## config.mk

```make
export PLATFORM = sky130hd
export DESIGN_NAME = npu_output_interface
export DESIGN_NICKNAME = d
export VERILOG_FILES = /design/src/rtl/npu_output_interface.sv
export SDC_FILE = /design/constraint.sdc
export NUM_CORES = 1
export LEC_CHECK = 0
export BUFFER_PORTS_ARGS = -buffer_cell sky130_fd_sc_hd__buf_2
export CAP_MARGIN = 10
export CORE_ASPECT_RATIO = 0.75
export CORE_MARGIN = 2
export CORE_UTILIZATION = 35
export CTS_CLUSTER_SIZE = 8
export DETAILED_ROUTE_END_ITERATION = 10
export GPL_ROUTABILITY_DRIVEN = 1
export PLACE_DENSITY_LB_ADDON = 0.2
export SLEW_MARGIN = 20
export SYNTH_ARGS = -nofsm -noshare
export SYNTH_HDL_FRONTEND = slang
export SYNTH_SLANG_ARGS = --single-unit
export TNS_END_PERCENT = 10
```

## constraint.sdc

```tcl
create_clock -name CLK -period 13.28 [get_ports CLK]
set_input_delay 2.656 -clock CLK [delete_from_list [all_inputs] [get_ports CLK]]
set_output_delay 2.656 -clock CLK [all_outputs]
set_load 0.02 [all_outputs]
```

## src/rtl/npu_output_interface.sv

```systemverilog
// NPU output interface: converts 16-bit results to 32-bit words (sign/zero/shift/pack) into a host-drained FIFO.
// Optional macro NPU_OUTPUT_SATURATE_EN clamps shift-mode results to the signed 32-bit range instead of wrapping.
module npu_output_interface #(
  parameter int DEPTH  = 16,
  parameter int ADDR_W = 4
) (
  input  logic              CLK,
  input  logic              RST,
  input  logic              npu_rst,
  input  logic              npu_output_fifo_write_en,
  input  logic [15:0]       npu_output_interface_data_in,
  input  logic              npu_output_flush,
  input  logic              npu_output_format_write_en,
  input  logic [15:0]       npu_output_interface_conf_data,
  input  logic              npu_output_fifo_read_en,
  output logic [31:0]       npu_output_data,
  output logic              npu_output_fifo_empty,
  output logic              npu_output_fifo_full,
  output logic [ADDR_W:0]   npu_output_fifo_count,
  output logic              npu_output_overflow
);

  typedef enum logic [1:0] {MODE_SEXT, MODE_ZEXT, MODE_SHIFT, MODE_PACK} mode_e;
  typedef enum logic {ST_IDLE, ST_HALF} pack_state_e;

  mode_e             mode_q;
  logic [4:0]        shift_q;
  pack_state_e       pack_q, pack_d;
  logic [15:0]       low_q, low_d;
  logic [ADDR_W-1:0] wr_ptr_q, rd_ptr_q;
  logic [ADDR_W:0]   count_q, count_d;
  logic [31:0]       data_q;
  logic              overflow_q;
  logic [31:0]       mem [DEPTH];

  logic              push_req, push_acc, rd_acc, full, empty;
  logic [31:0]       push_word, shift_word;
  logic [15:0]       din;
  logic              unused_conf;

  assign din         = npu_output_interface_data_in;
  assign unused_conf = ^npu_output_interface_conf_data[15:7];
  assign full        = (count_q == (ADDR_W+1)'(DEPTH));
  assign empty       = (count_q == '0);

`ifdef NPU_OUTPUT_SATURATE_EN
  // 16-bit input shifted by up to 31 fits a 48-bit signed value; overflow if bits [47:31] disagree.
  logic [47:0] shifted;
  always_comb begin
    shifted = {{32{din[15]}}, din} << shift_q;
    if (shifted[47:31] != {17{shifted[47]}})
      shift_word = shifted[47] ? 32'h8000_0000 : 32'h7FFF_FFFF;
    else
      shift_word = shifted[31:0];
  end
`else
  always_comb shift_word = {{16{din[15]}}, din} << shift_q;
`endif

  // NOTE: every always_comb output gets a default first so no path infers a latch.
  always_comb begin
    push_req  = 1'b0;
    push_word = '0;
    pack_d    = pack_q;
    low_d     = low_q;
    case (mode_q)
      MODE_SEXT: begin
        push_req  = npu_output_fifo_write_en;
        push_word = {{16{din[15]}}, din};
      end
      MODE_ZEXT: begin
        push_req  = npu_output_fifo_write_en;
        push_word = {16'h0, din};
      end
      MODE_SHIFT: begin
        push_req  = npu_output_fifo_write_en;
        push_word = shift_word;
      end
      MODE_PACK: begin
        if (npu_output_fifo_write_en) begin
          if (pack_q == ST_IDLE) begin
            low_d  = din;
            pack_d = ST_HALF;
          end else begin
            push_req  = 1'b1;
            push_word = {din, low_q};
            pack_d    = ST_IDLE;
          end
        end else if (npu_output_flush && pack_q == ST_HALF) begin
          push_req  = 1'b1;
          push_word = {16'h0, low_q};
          pack_d    = ST_IDLE;
        end
      end
      default: ;
    endcase
    // A format reload abandons any half-assembled pack word.
    if (npu_output_format_write_en) pack_d = ST_IDLE;
  end

  // A push into a full FIFO is dropped even if a read frees a slot on the same edge.
  assign push_acc = push_req && !full;
  assign rd_acc   = npu_output_fifo_read_en && !empty;
  assign count_d  = count_q + (ADDR_W+1)'(push_acc) - (ADDR_W+1)'(rd_acc);

  // NOTE: non-blocking assignments for all state so every register samples pre-edge values.
  always_ff @(posedge CLK or posedge RST) begin
    if (RST) begin
      mode_q     <= MODE_SEXT;
      shift_q    <= '0;
      pack_q     <= ST_IDLE;
      low_q      <= '0;
      wr_ptr_q   <= '0;
      rd_ptr_q   <= '0;
      count_q    <= '0;
      data_q     <= '0;
      overflow_q <= 1'b0;
    end else if (npu_rst) begin
      pack_q     <= ST_IDLE;
      low_q      <= '0;
      wr_ptr_q   <= '0;
      rd_ptr_q   <= '0;
      count_q    <= '0;
      data_q     <= '0;
      overflow_q <= 1'b0;
    end else begin
      if (npu_output_format_write_en) begin
        mode_q  <= mode_e'(npu_output_interface_conf_data[1:0]);
        shift_q <= npu_output_interface_conf_data[6:2];
      end
      pack_q  <= pack_d;
      low_q   <= low_d;
      count_q <= count_d;
      if (push_acc) wr_ptr_q <= wr_ptr_q + 1'b1;
      if (rd_acc) begin
        rd_ptr_q <= rd_ptr_q + 1'b1;
        data_q   <= mem[rd_ptr_q];
      end
      if (push_req && full) overflow_q <= 1'b1;
    end
  end

  // NOTE: storage is deliberately not reset; pointers and count define which entries are valid.
  always_ff @(posedge CLK) begin
    if (push_acc) mem[wr_ptr_q] <= push_word;
  end

  assign npu_output_data       = data_q;
  assign npu_output_fifo_empty = empty;
  assign npu_output_fifo_full  = full;
  assign npu_output_fifo_count = count_q;
  assign npu_output_overflow   = overflow_q;

endmodule
```

==> results of run 1 <==
## registers in the layout, summed over array words and instances, names as in the netlist
register and count:
npu_output_data 32, shift_q 5, rd_ptr_q 4, pack_q 1, npu_output_overflow 1, mode_q 2, wr_ptr_q 4, low_q 16
npu_output_fifo_count 5, mem 512
## tightest hold or removal path, stage by stage, from the launching register on
cell and delay [ns]:
dfrtp_1 0.34, a2bb2oi_1 0.05, o21ai_0 0.06
## placed cells by master, fill, tap and decap left out, types with 27 or more instances in the layout
| cell | n |
|---|---|
| edfxtp_1 | 512 |
| mux4_2 | 139 |
| mux2i_1 | 83 |
| clkbuf_16 | 83 |
| buf_2 | 69 |
| dfrtp_1 | 67 |
| clkbuf_1 | 49 |
| buf_4 | 47 |
| nand2_1 | 43 |
| a2bb2oi_1 | 32 |
| a21oi_1 | 30 |
| o21ai_1 | 30 |
| nor2_1 | 27 |
## worst max-delay path by stage
stage,endpoint,cells after the start,start
2_1_floorplan,mem[12][0],5,npu_output_flush
3_3_place_gp,npu_output_fifo_count[4],12,npu_output_flush
3_5_place_dp,npu_output_fifo_count[4],12,npu_output_fifo_write_en
4_1_cts,npu_output_fifo_empty,5,npu_output_fifo_count[2]
5_1_grt,npu_output_fifo_count[4],12,npu_output_fifo_write_en
6_report,npu_output_fifo_empty,5,npu_output_fifo_count[2]
## metal layers
metal	up-vias	part of all wire	GRT usage
li1	5448	-	-
met1	6824	0.46	0.250
met2	373	0.46	0.269
met3	102	0.054	0.0359
met4	0	0.024	0.0515
met5	-	0	0
## logic make-up (layout without fill, tap and decap cells)
| family | after synthesis | count (layout) | synth area share |
|---|---|---|---|
| XOR/XNOR | 6 | 6 | 0.00218 |
| AND/OR/NAND/NOR | 134 | 134 | 0.0281 |
| buffers and inverters | 106 | 279 | 0.0211 |
| adder cells (fa/ha/maj) | 12 | 12 | 0.00655 |
| flip-flops | 582 | 582 | 0.712 |
| AO/OA/AOI/OAI | 182 | 182 | 0.0525 |
| multiplexers | 240 | 240 | 0.178 |
## power by group through the flow
stage               combinational [mW]  clock, mW  sequential (mW)
CTS                               1.07       1.98             2.26
global placement                  1.06          0             2.29
floorplan                        0.762          0             2.28
finish                            1.05       1.93             2.26
detailed placement                1.07          0             2.30
global route                      1.14       2.07             2.28
## area by class of cell
| class | instances | area [um2] | share of cell area |
|---|---|---|---|
| Multi-Input combinational cell | 574 | 6550 | 0.234 |
| Timing Repair Buffer | 117 | 718 | 0.0257 |
| Clock buffer | 132 | 2260 | 0.0808 |
| Clock inverter | 9 | 121 | 0.00434 |
| Tap cell | 892 | 1120 | 0.0399 |
| Inverter | 21 | 81.3 | 0.00291 |
| Sequential cell | 582 | 17100 | 0.612 |
## stage by stage
stage | hold slack, ns | setup slack (ns) | area [um2] | utilization
2_1_floorplan | 0.501 | 6.49 | 24100 | -
3_3_place_gp | 0.483 | 7.80 | 25600 | 0.375
3_5_place_dp | 0.485 | 7.76 | 25600 | 0.375
4_1_cts | 0.497 | 8.30 | 28000 | 0.410
5_1_grt | 0.510 | 8.15 | 28000 | 0.410
6_report | 0.488 | 8.37 | 28000 | 0.410
==> impl_metrics.py, run 1 <==
metrics = {
    "status": {
        "status": "completed",
    },
    "route": {
        "drt_iter0_drc": 1289,
        "routed_wirelength_um": 61000,
        "drc": 0,
        "viasPerCell": 5.48,
        "vias": 12700,
        "ant_nets": 0,
        "wl_per_cell_um": 26.2,
        "dr.pass1.iters": 6,
    },
    "yosys": {
        "syn_nets": 1313,
        "syn_area_per_cell_um2": 19.1,
        "synth.most_common_cell": "edfxtp_1",
        "ys.flop_type": "edfxtp_1",
        "yosys_warnings": 0,
        "yosysUniqueCellTypes": 70,
        "synthArstFlopShare": 0.120,
        "synth_edf_count": 512,
        "netlist_area_um2": 24100,
        "netlist.area_leader.share": 0.639,
        "yosysSeqAreaShare": 0.712,
        "synth_commonest_cells": "512 x edfxtp_1, 139 x mux4_2, 83 x mux2i_1, 70 x dfrtp_1, 43 x nand2_1",
        "synth_area_leaders": "edfxtp_1 64%, mux4_2 13%, dfrtp_1 7.3%",
        "synth_seq_cells": 582,
        "syn_inst": 1262,
        "yosys.area.top_type": "edfxtp_1",
    },
    "floorplan": {
        "die_x_um": 307,
        "rows": 83,
        "design.die.area_um2": 70900,
        "initial_utilization": 0.353,
        "die_y_um": 231,
        "core_area_um2": 68200,
        "io_pins": 79,
    },
    "clocking": {
        "clk_pin_slew_ns": 0.05,
        "cts-root-buf": "clkbuf_16",
        "numCtsBuffers": 83,
        "htree_levels": 3,
        "cts_tree": "built",
        "insertion_delay_ns": 0.62,
        "hold_buffers": 0,
        "cts-resized-gates": 0,
        "postCtsSetupBuffers": 0,
        "clock_sinks": 582,
        "clk_path_buf_depth": 3,
    },
    "critical_path": {
        "slowest_delay_ns": 0.64,
        "r2r_slack_ns": 9.65,
        "r2r-start": "npu_output_fifo_count[2]",
        "critical_path_class": "reg -> out",
        "crit_slowest_cell": "or4b_1",
        "worstPathArrival_ns": 2.26,
        "reg2reg_depth": 13,
        "worst-path-buf-inv": 3,
        "crit_required_ns": 10.62,
        "crit_fanout": 7,
        "critPathLaunchType": "flip-flop",
        "path_delay_family": "simple AND/OR/NAND/NOR gates",
        "r2r_end": "npu_output_fifo_count[4]",
        "crit_top_cell": "inv_1",
        "crit_chain": "inv_1 -> ha_1 -> or4b_1 -> inv_1 -> buf_2",
        "endpoint_kind": "primary output",
    },
    "timing": {
        "fmax_ghz": 0.204,
        "clock_skew_ns": 0.0251,
        "period_share": 0.370,
        "relSlewSlack": 0.286,
        "final-max-slew-violation-count": 0,
        "rsz0062_at_grt": "no",
        "max_slew.worst_pin.slew_ns": 1.07,
        "setup_violations": 0,
        "fin_crit_ns": 4.91,
        "fin_setup_tns_ns": 0,
        "hold_viol": 0,
    },
    "global_routing": {
        "track_usage": 0.174,
        "grt_max_degree": 102,
        "grt_pass1_wl_um": 89900,
        "grt_pass1_vias": 13100,
        "grt_antenna_before_repair": 0,
        "overflow": 0,
    },
    "finish": {
        "diodes": 0,
        "nNetsFinal": 1430,
        "final_cells": 2327,
        "n_fill_cell": 6046,
        "syn_to_final_growth_pct": 16.3,
        "drive_above_1_share": 0.270,
    },
    "hold_path": {
        "holdCritPathClass": "reg -> reg",
        "holdPathEnd": "npu_output_data[11]",
        "min_path_cells": 2,
        "min_from": "npu_output_data[11]",
    },
    "placement": {
        "globalplace.congestion": 0.833,
        "detailedPlacementHpwl_um": 32000,
        "numPortBuffers": 69,
        "dp_cells": 2186,
    },
    "power_and_ir_drop": {
        "fin_total_pwr_mw": 5.24,
        "ir_drop_v": 0.000148,
        "leakage_nw": 9.17,
        "power.internal_mw": 3.80,
        "netSwitchingFraction": 0.276,
        "p_per_area_nw_per_um2": 187,
        "pwr-share-seq": 0.431,
        "pwr-share-clk": 0.369,
        "switchingPower_mw": 1.44,
        "comb_power_share": 0.200,
    },
    "flow_run": {
        "maxCapViolations": 0,
    },
}
Power figures use the tool's default switching activity.
==> inputs of run 2 (changes only) <==
Clock period 13.28 ns to 4.9 ns, I/O delays scaled along.
==> impl_metrics.py, run 2 (synthesized netlist as in run 1, its figures left out) <==
metrics = {
    "status": {
        "status": "completed",
    },
    "route": {
        "wl_met3_um": 3530,
        "routed_wirelength_um": 60000,
        "drc": 0,
        "met2_length_um": 28000,
        "ant_nets": 0,
        "top_layer": "met4",
        "viasPerCell": 5.41,
        "dr.pass1.iters": 5,
        "drt_iter0_drc": 1140,
        "vias": 12600,
        "wl_per_cell_um": 25.7,
        "drt-met1-wl_um": 27500,
    },
    "global_routing": {
        "overflow": 0,
        "grt_max_degree": 54,
        "grt_antenna_before_repair": 0,
        "grt_pass1_wl_um": 88400,
        "track_usage": 0.172,
        "grt_pass1_vias": 13100,
    },
    "timing": {
        "period_share": 0.677,
        "fmax_ghz": 0.301,
        "max_slew.worst_pin.slew_ns": 0.994,
        "final-max-slew-violation-count": 0,
        "fin_crit_ns": 3.32,
        "clock_skew_ns": 0.0342,
        "rsz0062_at_grt": "no",
        "hold_viol": 0,
        "setup_violations": 0,
        "fin_setup_tns_ns": 0,
        "relSlewSlack": 0.336,
    },
    "floorplan": {
        "design.die.area_um2": 70900,
        "core_area_um2": 68200,
        "die_x_um": 307,
        "rows": 83,
        "io_pins": 79,
        "die_y_um": 231,
        "initial_utilization": 0.353,
    },
    "finish": {
        "multiInputGateArea_um2": 6550,
        "n_fill_cell": 6047,
        "nNetsFinal": 1436,
        "final_cell_mix": "512 x edfxtp_1, 139 x mux4_2, 86 x clkbuf_16",
        "largest_reg_flops": 512,
        "top_register": "mem",
        "regArea_um2": 17100,
        "syn_to_final_growth_pct": 16.8,
        "final_common_cell": "edfxtp_1",
        "drive_above_1_share": 0.273,
        "diodes": 0,
    },
    "clocking": {
        "postCtsSetupBuffers": 0,
        "numCtsBuffers": 83,
        "cts-resized-gates": 0,
        "cts_tree": "built",
        "cts-root-buf": "clkbuf_16",
        "insertion_delay_ns": 0.63,
        "clk_path_buf_depth": 3,
        "htree_levels": 3,
        "clk_pin_slew_ns": 0.05,
        "clock_sinks": 582,
        "hold_buffers": 0,
    },
    "power_and_ir_drop": {
        "ir_drop_v": 0.000343,
        "leakage_nw": 9.23,
        "fin_total_pwr_mw": 14.3,
        "p_per_area_nw_per_um2": 509,
    },
    "critical_path": {
        "critical_path_class": "reg -> out",
        "crit_required_ns": 3.92,
        "r2r_slack_ns": 1.66,
        "crit_fanout": 7,
        "startpoint": "npu_output_fifo_count[2]",
        "endpoint_kind": "primary output",
        "critPathLaunchType": "flip-flop",
        "r2r_end": "npu_output_fifo_count[4]",
        "worstPathArrival_ns": 2.34,
        "reg2reg_depth": 13,
        "r2r-start": "npu_output_fifo_count[2]",
    },
    "flow_run": {
        "maxCapViolations": 0,
    },
    "placement": {
        "globalplace.congestion": 0.850,
        "detailedPlacementHpwl_um": 33800,
        "numPortBuffers": 69,
    },
    "hold_path": {
        "holdCritPathClass": "in -> async",
    },
}
==> run 2: changes by cell type in the layout (fill, tap and decap cells not counted), moves of 2 or more <==
cell,previous run,this run
clkbuf_1,49,51
inv_16,3,1
buf_12,1,4
buf_4,47,50
clkbuf_16,83,86
==> run 2: report_power, final <==
group          leakage, nW  switching [mW]  internal, mW
registers             5.61           0.286          5.86
clock network         1.15            2.06          3.24
logic                 2.46            1.55          1.31
==> run 2: worst max-delay path by stage <==
stage / cells past startpoint / end / slack, ns
detailed placement: 7 / mem[11][13] / 1.39
floorplan: 5 / mem[12][0] / -0.22
global route: 13 / npu_output_fifo_count[4] / 1.43
CTS: 5 / npu_output_fifo_empty / 1.55
global placement: 7 / mem[11][11] / 1.41
finish: 5 / npu_output_fifo_empty / 1.58
==> run 2: through the flow <==
stage / std cells / instance area, um2 / hold slack [ns] / util / setup WS, ns
5_1_grt: 2336 / 28100 / 0.504 / 0.412 / 1.43
3_3_place_gp: 2192 / 25700 / 0.474 / 0.376 / 1.41
3_5_place_dp: 2192 / 25700 / 0.482 / 0.376 / 1.39
4_1_cts: 2336 / 28100 / 0.481 / 0.412 / 1.55
6_report: 2336 / 28100 / 0.484 / 0.412 / 1.58
2_1_floorplan: 1262 / 24100 / 0.501 / - / -0.217
==> run 2: worst max-delay path: stages, from the launching register on <==
cell and delay (ns):
dfrtp_1 0.40, inv_1 0.09, ha_1 0.16, or4b_1 0.65, inv_1 0.22, buf_2 0.20
==> run 2: cell type report <==
class,count,share of cell area
clock buffers,137,0.0834
clock inverters,7,0.00249
inverters,21,0.00289
multi-input cells,574,0.233
flip-flops and latches,582,0.610
well taps,892,0.0397
repair buffers,123,0.0285
==> run 2: layer usage <==
layer  global-route usage  vias to the layer above
li1                     -                     5458
met1                0.243                     6739
met2                0.269                      371
met3               0.0415                       81
met4               0.0406                        0
met5                    0                        -
